$ cat src/rtl/dcache_flush_ctrl.sv
// dcache_flush_ctrl: core-side sequencer for the data-cache management port.
//   Drives cache enable/flush, runs drain -> flush -> done for fence requests
//   and for cache disable, and keeps a saturating miss counter plus a sticky
//   flush watchdog for the CSR file.
// Ports:
//   clk, rst                   : clock, asynchronous active-high reset
//   flush_req_i                : level flush request, held until flush_done_o
//   enable_i                   : CSR cache-enable value (acted on only in IDLE)
//   miss_clr_i                 : synchronous clear of miss_cnt_o
//   dcache_enable_o/_flush_o   : controls into the cache
//   dcache_flush_ack_i         : flush-complete pulse from the cache
//   dcache_miss_i              : cache miss this cycle
//   wbuffer_empty_i            : cache write path drained
//   flush_done_o, busy_o       : requester handshake / FSM activity
//   timeout_err_o, miss_cnt_o  : CSR-visible status
module dcache_flush_ctrl #(
  parameter int unsigned TIMEOUT_CYCLES = 4096,
  parameter int unsigned MISS_CNT_W     = 32
) (
  input  logic                  clk,
  input  logic                  rst,
  input  logic                  flush_req_i,
  input  logic                  enable_i,
  input  logic                  miss_clr_i,
  output logic                  dcache_enable_o,
  output logic                  dcache_flush_o,
  input  logic                  dcache_flush_ack_i,
  input  logic                  dcache_miss_i,
  input  logic                  wbuffer_empty_i,
  output logic                  flush_done_o,
  output logic                  busy_o,
  output logic                  timeout_err_o,
  output logic [MISS_CNT_W-1:0] miss_cnt_o
);

  localparam int unsigned WD_W = $clog2(TIMEOUT_CYCLES + 1);
  localparam logic [WD_W-1:0] WD_MAX = WD_W'(TIMEOUT_CYCLES);

  localparam logic [1:0] S_IDLE  = 2'd0;
  localparam logic [1:0] S_DRAIN = 2'd1;
  localparam logic [1:0] S_FLUSH = 2'd2;
  localparam logic [1:0] S_DONE  = 2'd3;

  // origin: 0 = flush requested by flush_req_i, 1 = flush caused by disable
  logic [1:0]            state_q, state_d;
  logic                  origin_q, origin_d;
  logic                  enable_q, enable_d;
  logic [WD_W-1:0]       wd_q, wd_d;
  logic                  err_q, err_d;
  logic [MISS_CNT_W-1:0] miss_q, miss_d;

  always_comb begin
    state_d  = state_q;
    origin_d = origin_q;
    enable_d = enable_q;
    wd_d     = wd_q;
    err_d    = err_q;

    case (state_q)
      S_IDLE: begin
        // A pending request beats a pending disable; the disable is
        // picked up again once the request's flush returns to IDLE.
        if (flush_req_i) begin
          state_d  = S_DRAIN;
          origin_d = 1'b0;
          wd_d     = '0;
        end else if (!enable_i && enable_q) begin
          state_d  = S_DRAIN;
          origin_d = 1'b1;
          wd_d     = '0;
        end else if (enable_i && !enable_q) begin
          enable_d = 1'b1;
        end
      end
      S_DRAIN: begin
        if (wd_q != WD_MAX) wd_d = wd_q + WD_W'(1);
        if (wbuffer_empty_i) state_d = S_FLUSH;
      end
      S_FLUSH: begin
        if (wd_q != WD_MAX) wd_d = wd_q + WD_W'(1);
        if (dcache_flush_ack_i) begin
          state_d = S_DONE;
          // A disable-triggered flush drops the enable on the ack edge so the
          // cache is never enabled with stale contents afterwards.
          if (origin_q) enable_d = 1'b0;
        end
      end
      S_DONE: begin
        state_d = S_IDLE;
      end
      default: begin
        state_d = S_IDLE;
      end
    endcase

    // The watchdog only reaches its limit while waiting, so this sets the
    // sticky error exactly when the wait hits TIMEOUT_CYCLES.
    if (wd_d == WD_MAX) err_d = 1'b1;
  end

  always_comb begin
    miss_d = miss_q;
    if (miss_clr_i) begin
      miss_d = '0;
    end else if (dcache_miss_i && (miss_q != {MISS_CNT_W{1'b1}})) begin
      miss_d = miss_q + MISS_CNT_W'(1);
    end
  end

  always_ff @(posedge clk or posedge rst) begin
    if (rst) begin
      state_q  <= S_IDLE;
      origin_q <= 1'b0;
      enable_q <= 1'b0;
      wd_q     <= '0;
      err_q    <= 1'b0;
      miss_q   <= '0;
    end else begin
      state_q  <= state_d;
      origin_q <= origin_d;
      enable_q <= enable_d;
      wd_q     <= wd_d;
      err_q    <= err_d;
      miss_q   <= miss_d;
    end
  end

  // Flush/done/busy are decoded from state so an asynchronous reset removes
  // the flush request within the same cycle.
  assign dcache_enable_o = enable_q;
  assign dcache_flush_o  = (state_q == S_FLUSH);
  assign flush_done_o    = (state_q == S_DONE) && !origin_q;
  assign busy_o          = (state_q != S_IDLE);
  assign timeout_err_o   = err_q;
  assign miss_cnt_o      = miss_q;

endmodule
$ cat config.mk
export PLATFORM = sky130hd
export DESIGN_NAME = dcache_flush_ctrl
export DESIGN_NICKNAME = d
export VERILOG_FILES = /design/src/rtl/dcache_flush_ctrl.sv
export SDC_FILE = /design/constraint.sdc
export NUM_CORES = 1
export LEC_CHECK = 0
export BUFFER_PORTS_ARGS = -buffer_cell sky130_fd_sc_hd__buf_2
export CAP_MARGIN = 25
export CORE_MARGIN = 3
export CORE_UTILIZATION = 45
export DETAILED_ROUTE_END_ITERATION = 10
export PLACE_DENSITY = 0.71
export SETUP_SLACK_MARGIN = 0.15
export SKIP_CTS_REPAIR_TIMING = 1
export SLEW_MARGIN = 20
export SYNTH_ARGS = -nofsm -noshare
export SYNTH_HDL_FRONTEND = slang
export SYNTH_SLANG_ARGS = --single-unit
$ cat constraint.sdc
create_clock -name clk -period 2.4 [get_ports clk]
set_input_delay 0.48 -clock clk [delete_from_list [all_inputs] [get_ports clk]]
set_output_delay 0.48 -clock clk [all_outputs]
set_load 0.1 [all_outputs]
# Word level (Yosys, flattened, before mapping)
# Cells that the tools add are included.
# word_totals
ff_bits,50
inputBits,8
out_inout_bits,37
# op_classes
n_addsub,2
n_eq_ne,13
mux,19
n_reduce_logical,16
# op_table
cell,n
$mux W32,2
$mux W13,3
$add A32 B1 Y32 const B,1
$ne A32 B32 Y1 const B,1
$pmux W13 S2,1
$add A13 B1 Y13 const B,1
$eq A13 B13 Y1 const B,1
$ne A13 B13 Y1 const B,1
$mux W2,4
$ne A2 B2 Y1 const B,4
$pmux W2 S4,1
$reduce_bool A2 Y1,4
$mux W1,7
$reduce_and A6 Y1,1
$eq A2 B2 Y1 const B,2
$logic_and A1 B1 Y1,4
$ne A2 B1 Y1 const B,2
$logic_not A1 Y1,3
$ne A3 B3 Y1 const B,1
$reduce_and A3 Y1,1
$eq A2 B1 Y1 const B,1
$logic_not A2 Y1,1
$pmux W1 S2,1
$reduce_and A2 Y1,1
$reduce_or A2 Y1,1

# Logic depth before layout (Yosys ltp)
# depth
word_depth,6
mapped_depth,10
ltp_nobuf,8

# Worst setup path after synthesis
# Ideal clock, no wire load.
# synth_timing
kind,register -> register
from,register miss_q[2] (netlist: miss_cnt_o[2])
to,register miss_q[30] (netlist: miss_cnt_o[30])
setup_ns,0.132
arrival_time_ns,2.758
t_required_ns,2.268
setup_slack_ns,-0.490
stages_incl_launch_ff,9
n_path_buf,2
period_less_slack_ns,2.890
cell_sequence,dfrtp_1 > nand4_2 > or4_1 > buf_6 > or3_1 > buf_6 > nor4_2 > xnor2_1 > nor2_1
# synth_between
elab_chain_len,3
# synth_lines
element,line,source
start: declaration,50,"logic [MISS_CNT_W-1:0] miss_q, miss_d;"
start signal: assignment,124,miss_q <= miss_d;
$add A32 B1 Y32 / $ne A32 B32 Y1 (equally long branches),"106, 105",
$mux W32 / $logic_and A1 B1 Y1 (equally long branches),105,end else if (dcache_miss_i && (miss_q != {MISS_CNT_W{1'b1}})) begin
$mux W32 / $reduce_bool A2 Y1 (equally long branches),--,
# Parallel ways exist; a longest one is shown, timed or not. The select of a mux whose other input is x is not followed.
# A chain may end at the register's enable or synchronous reset.

# Worst setup path in the final report
# layout_timing
from,register state_q[1]
to,register err_q (netlist: timeout_err_o)
# layout_between
elab_chain_len,4
# layout_lines
element,line,source
start: declaration,45,"logic [1:0] state_q, state_d;"
start signal: assignment,119,state_q <= state_d;
$eq A2 B2 Y1 / $eq A2 B1 Y1 (equally long branches),59,case (state_q)
$reduce_or A2 Y1 (no line),--,
$pmux W13 S2 (*),59,
named net wd_d[8],48,"logic [WD_W-1:0] wd_q, wd_d;"
$eq A13 B13 Y1 (*),98,if (wd_d == WD_MAX) err_d = 1'b1;
end signal: assignment,123,err_q <= err_d;
end: declaration,49,"logic err_q, err_d;"
# The timed path passes the listed nets; every way through them passes the cells marked *.

==> results.json <==
{
  "ios": 45,
  "finClkSkew_ns": 0.00915,
  "ir_worst_vdd_uv": 830,
  "synth_mux_area_share_pct": 0.680,
  "design_area_sq_mm": 0.00370,
  "cp_cell_sequence": "inv_2 -> ha_4 -> nand2b_1 -> o21ai_4 -> a211o_1 -> o21bai_1 -> or4_4 -> o41ai_2",
  "synth_edf_count": 0,
  "synth_top_family_by_area": "simple AND/OR/NAND/NOR gates",
  "die_height_um": 86.9,
  "synth_compound_area_share_pct": 9.77,
  "finalSetupViolCount": 0,
  "postSynthAreaPerCell_sq_um": 9.14,
  "regToRegSetupSlack_ns": 0.07,
  "drt_iter0_markers": 162,
  "yosysWarnings": 0,
  "area_growth_pct": 25.6,
  "antenna_found_initial": 0,
  "p_leak_nw": 1.51,
  "holdWs_ns": 0.297,
  "cts_tree": "done",
  "dr.pass1.iters": 5,
  "async_flop_share_pct": 100,
  "outcome": "finished, final reports clean",
  "ant_nets": 0,
  "die-area_sq_mm": 0.00755,
  "reg2reg_to": "timeout_err_o",
  "final_nets": 397,
  "start_util_pct": 48.0,
  "cp_max_fo": 10,
  "p_per_area_mw_per_mm2": 770,
  "drive_above_1_share_pct": 38.5,
  "port_buffers": 44,
  "slew_headroom_pct": 50.2,
  "core_area_sq_mm": 0.00613,
  "root_buffer": "clkbuf_8",
  "place_congestion": 0.877,
  "dpl_cell_area_sq_mm": 0.00345,
  "required_ns": 2.60,
  "dp_hpwl_mm": 4.96,
  "yosys.area_share.simple_pct": 30.1,
  "avgViaCountPerCell": 5.73,
  "max_stage_delay_ns": 0.55,
  "synth_cells": 322,
  "startpoint": "state_q[1]",
  "period_share_pct": 96.9,
  "fin_ws_ns": 0.0737,
  "fin_crit_ns": 2.33,
  "clk_latency_ns": 0.30,
  "grt_start_max_net_pins": 37,
  "r2r-start": "state_q[1]",
  "remaining_drc_errors": 0,
  "worstSetupEndpointType": "flip-flop",
  "path_buf_inv": 1,
  "cts-htree-levels": 2,
  "drt-total-wl_mm": 6.91,
  "min_path_type": "in2async",
  "cap_viol_max_count": 0,
  "ys_seq_elements": 50,
  "syn-num-nets": 338,
  "slew_viol_final": 0,
  "synth_cell_types": 52,
  "wl_per_cell_um": 15.1,
  "pre_cts_slack_ns": 0.0148,
  "critPathLaunchType": "flip-flop",
  "cts_sinks": 50,
  "std_cell_rows": 28,
  "grt_use_total_pct": 18.9,
  "die_x_um": 86.9,
  "nFillCells": 504,
  "worst_slew_pin_slew_ns": 0.747,
  "rsz0062_at_grt": "yes",
  "worst-setup-path-type": "reg2reg",
  "synthAdderAreaFrac_pct": 3.40,
  "seq_area_frac_synth_pct": 42.5,
  "hold_violations": 0,
  "cts_buffer_depth": 2,
  "diodes": 0,
  "grt_pass1_vias": 2526,
  "synth_area_sq_mm": 0.00294,
  "slowest_stage": "or4_4",
  "grt-ovfl-total": 0,
  "max_freq_mhz": 430,
  "synth_xor_area_share_pct": 8.92,
  "critical_path.top_delay_family": "compound AO/OA/AOI/OAI gates",
  "vias": 2619,
  "cts_made_buffers": 5,
  "clkSlewWorstSetupHoldPaths_ns": 0.10,
  "r2r_cells": 8,
  "grt_pass1_wl_mm": 11.7,
  "worstPathArrival_ns": 2.53,
  "ys.flop_type": "dfrtp_1"
}
metal layers:
metal	track usage (%)	part of all wire [%]	wire length, um
met5	0	0	0
met4	5.38	1.1	76
met3	3.31	4.9	336
met2	31.7	49	3380
met1	25.1	45	3120
layout by cell type (no fill, tap or decap), types with 7 or more instances in the layout:
master     n
buf_2     44
nor2_1    39
xnor2_1   26
nand2_1   23
nand3_1   22
dfrtp_2   22
buf_4     21
dfrtp_1   18
nor3_1    13
o21ai_0   11
a21oi_1   11
dfrtp_4   10
inv_1      9
clkbuf_8   7
cells in the mapped netlist, types with 2 or more instances:
cell      count  area, sq um
nand2_1      23         86.3
o311ai_0      3         26.3
or4_1         3         22.5
nand3_1      22          110
o22ai_1       3         18.8
ha_1          8          100
buf_2         3         15.0
nor3_1       17         85.1
nor2b_1       3         18.8
xnor2_1      26          228
and4_1        4         35.0
or3_1         5         31.3
and2_1        2         12.5
nor4b_1       5         43.8
mux2i_1       2         20.0
dfrtp_1      50         1250
and3_1        2         12.5
clkbuf_1      7         26.3
nand2b_1      3         18.8
or2_2         3         18.8
or3_2         2         15.0
o21ai_0      11         55.1
xor2_1        4         35.0
nor3b_1       3         22.5
a21oi_1      11         55.1
nand4_1       6         37.5
nor4_2        2         25.0
buf_6         3         33.8
nor2_1       39          146
inv_1        15         56.3
a31oi_1       3         18.8
nor4_1        9         56.3
state kept, by name (all words and copies together), names as in the netlist:
register / flops
origin_q: 1
timeout_err_o: 1
dcache_enable_o: 1
state_q: 2
miss_cnt_o: 32
wd_q: 13
worst max path at each step:
stage	end	cells past startpoint	slack, ns
floorplan	miss_cnt_o[30]	8	-0.01
global placement	timeout_err_o	7	0.04
detailed placement	timeout_err_o	7	0.01
CTS	timeout_err_o	7	-0.01
global route	timeout_err_o	9	-0.06
finish	timeout_err_o	8	0.07
through the flow:
step	power (mW)	utilization, %	TNS [ns]	instances
finish	2.85	60.3	0	457
global route	3.03	60.3	-0.0594	457
CTS	2.75	58.0	-0.00971	451
detailed placement	2.19	56.3	0	443
global placement	2.18	56.3	0	443
floorplan	1.98	-	-0.0196	322
logic make-up after synthesis:
kind of cell | Yosys count
fa+ha+maj | 8
mux | 2
buf+inv | 29
xor+xnor | 30
simple gates | 159
compound gates | 44
flops | 50
where the power goes:
group	total [mW]	internal, mW	switching (mW)	leakage [nW]
logic	1.30	0.478	0.826	0.824
clock network	0.554	0.265	0.289	0.0544
registers	0.990	0.910	0.0806	0.626
final cells by class:
cell class	instances	area (sq um)	share of cell area [%]
sequential	50	1320	35.6
multi-input combinational	244	1750	47.3
inverter	15	56.3	1.52
clock buffer	7	96.3	2.60
timing repair buffer	65	378	10.2
clock inverter	1	8.76	0.237
tap	75	93.8	2.54
Power figures use the tool's default switching activity.
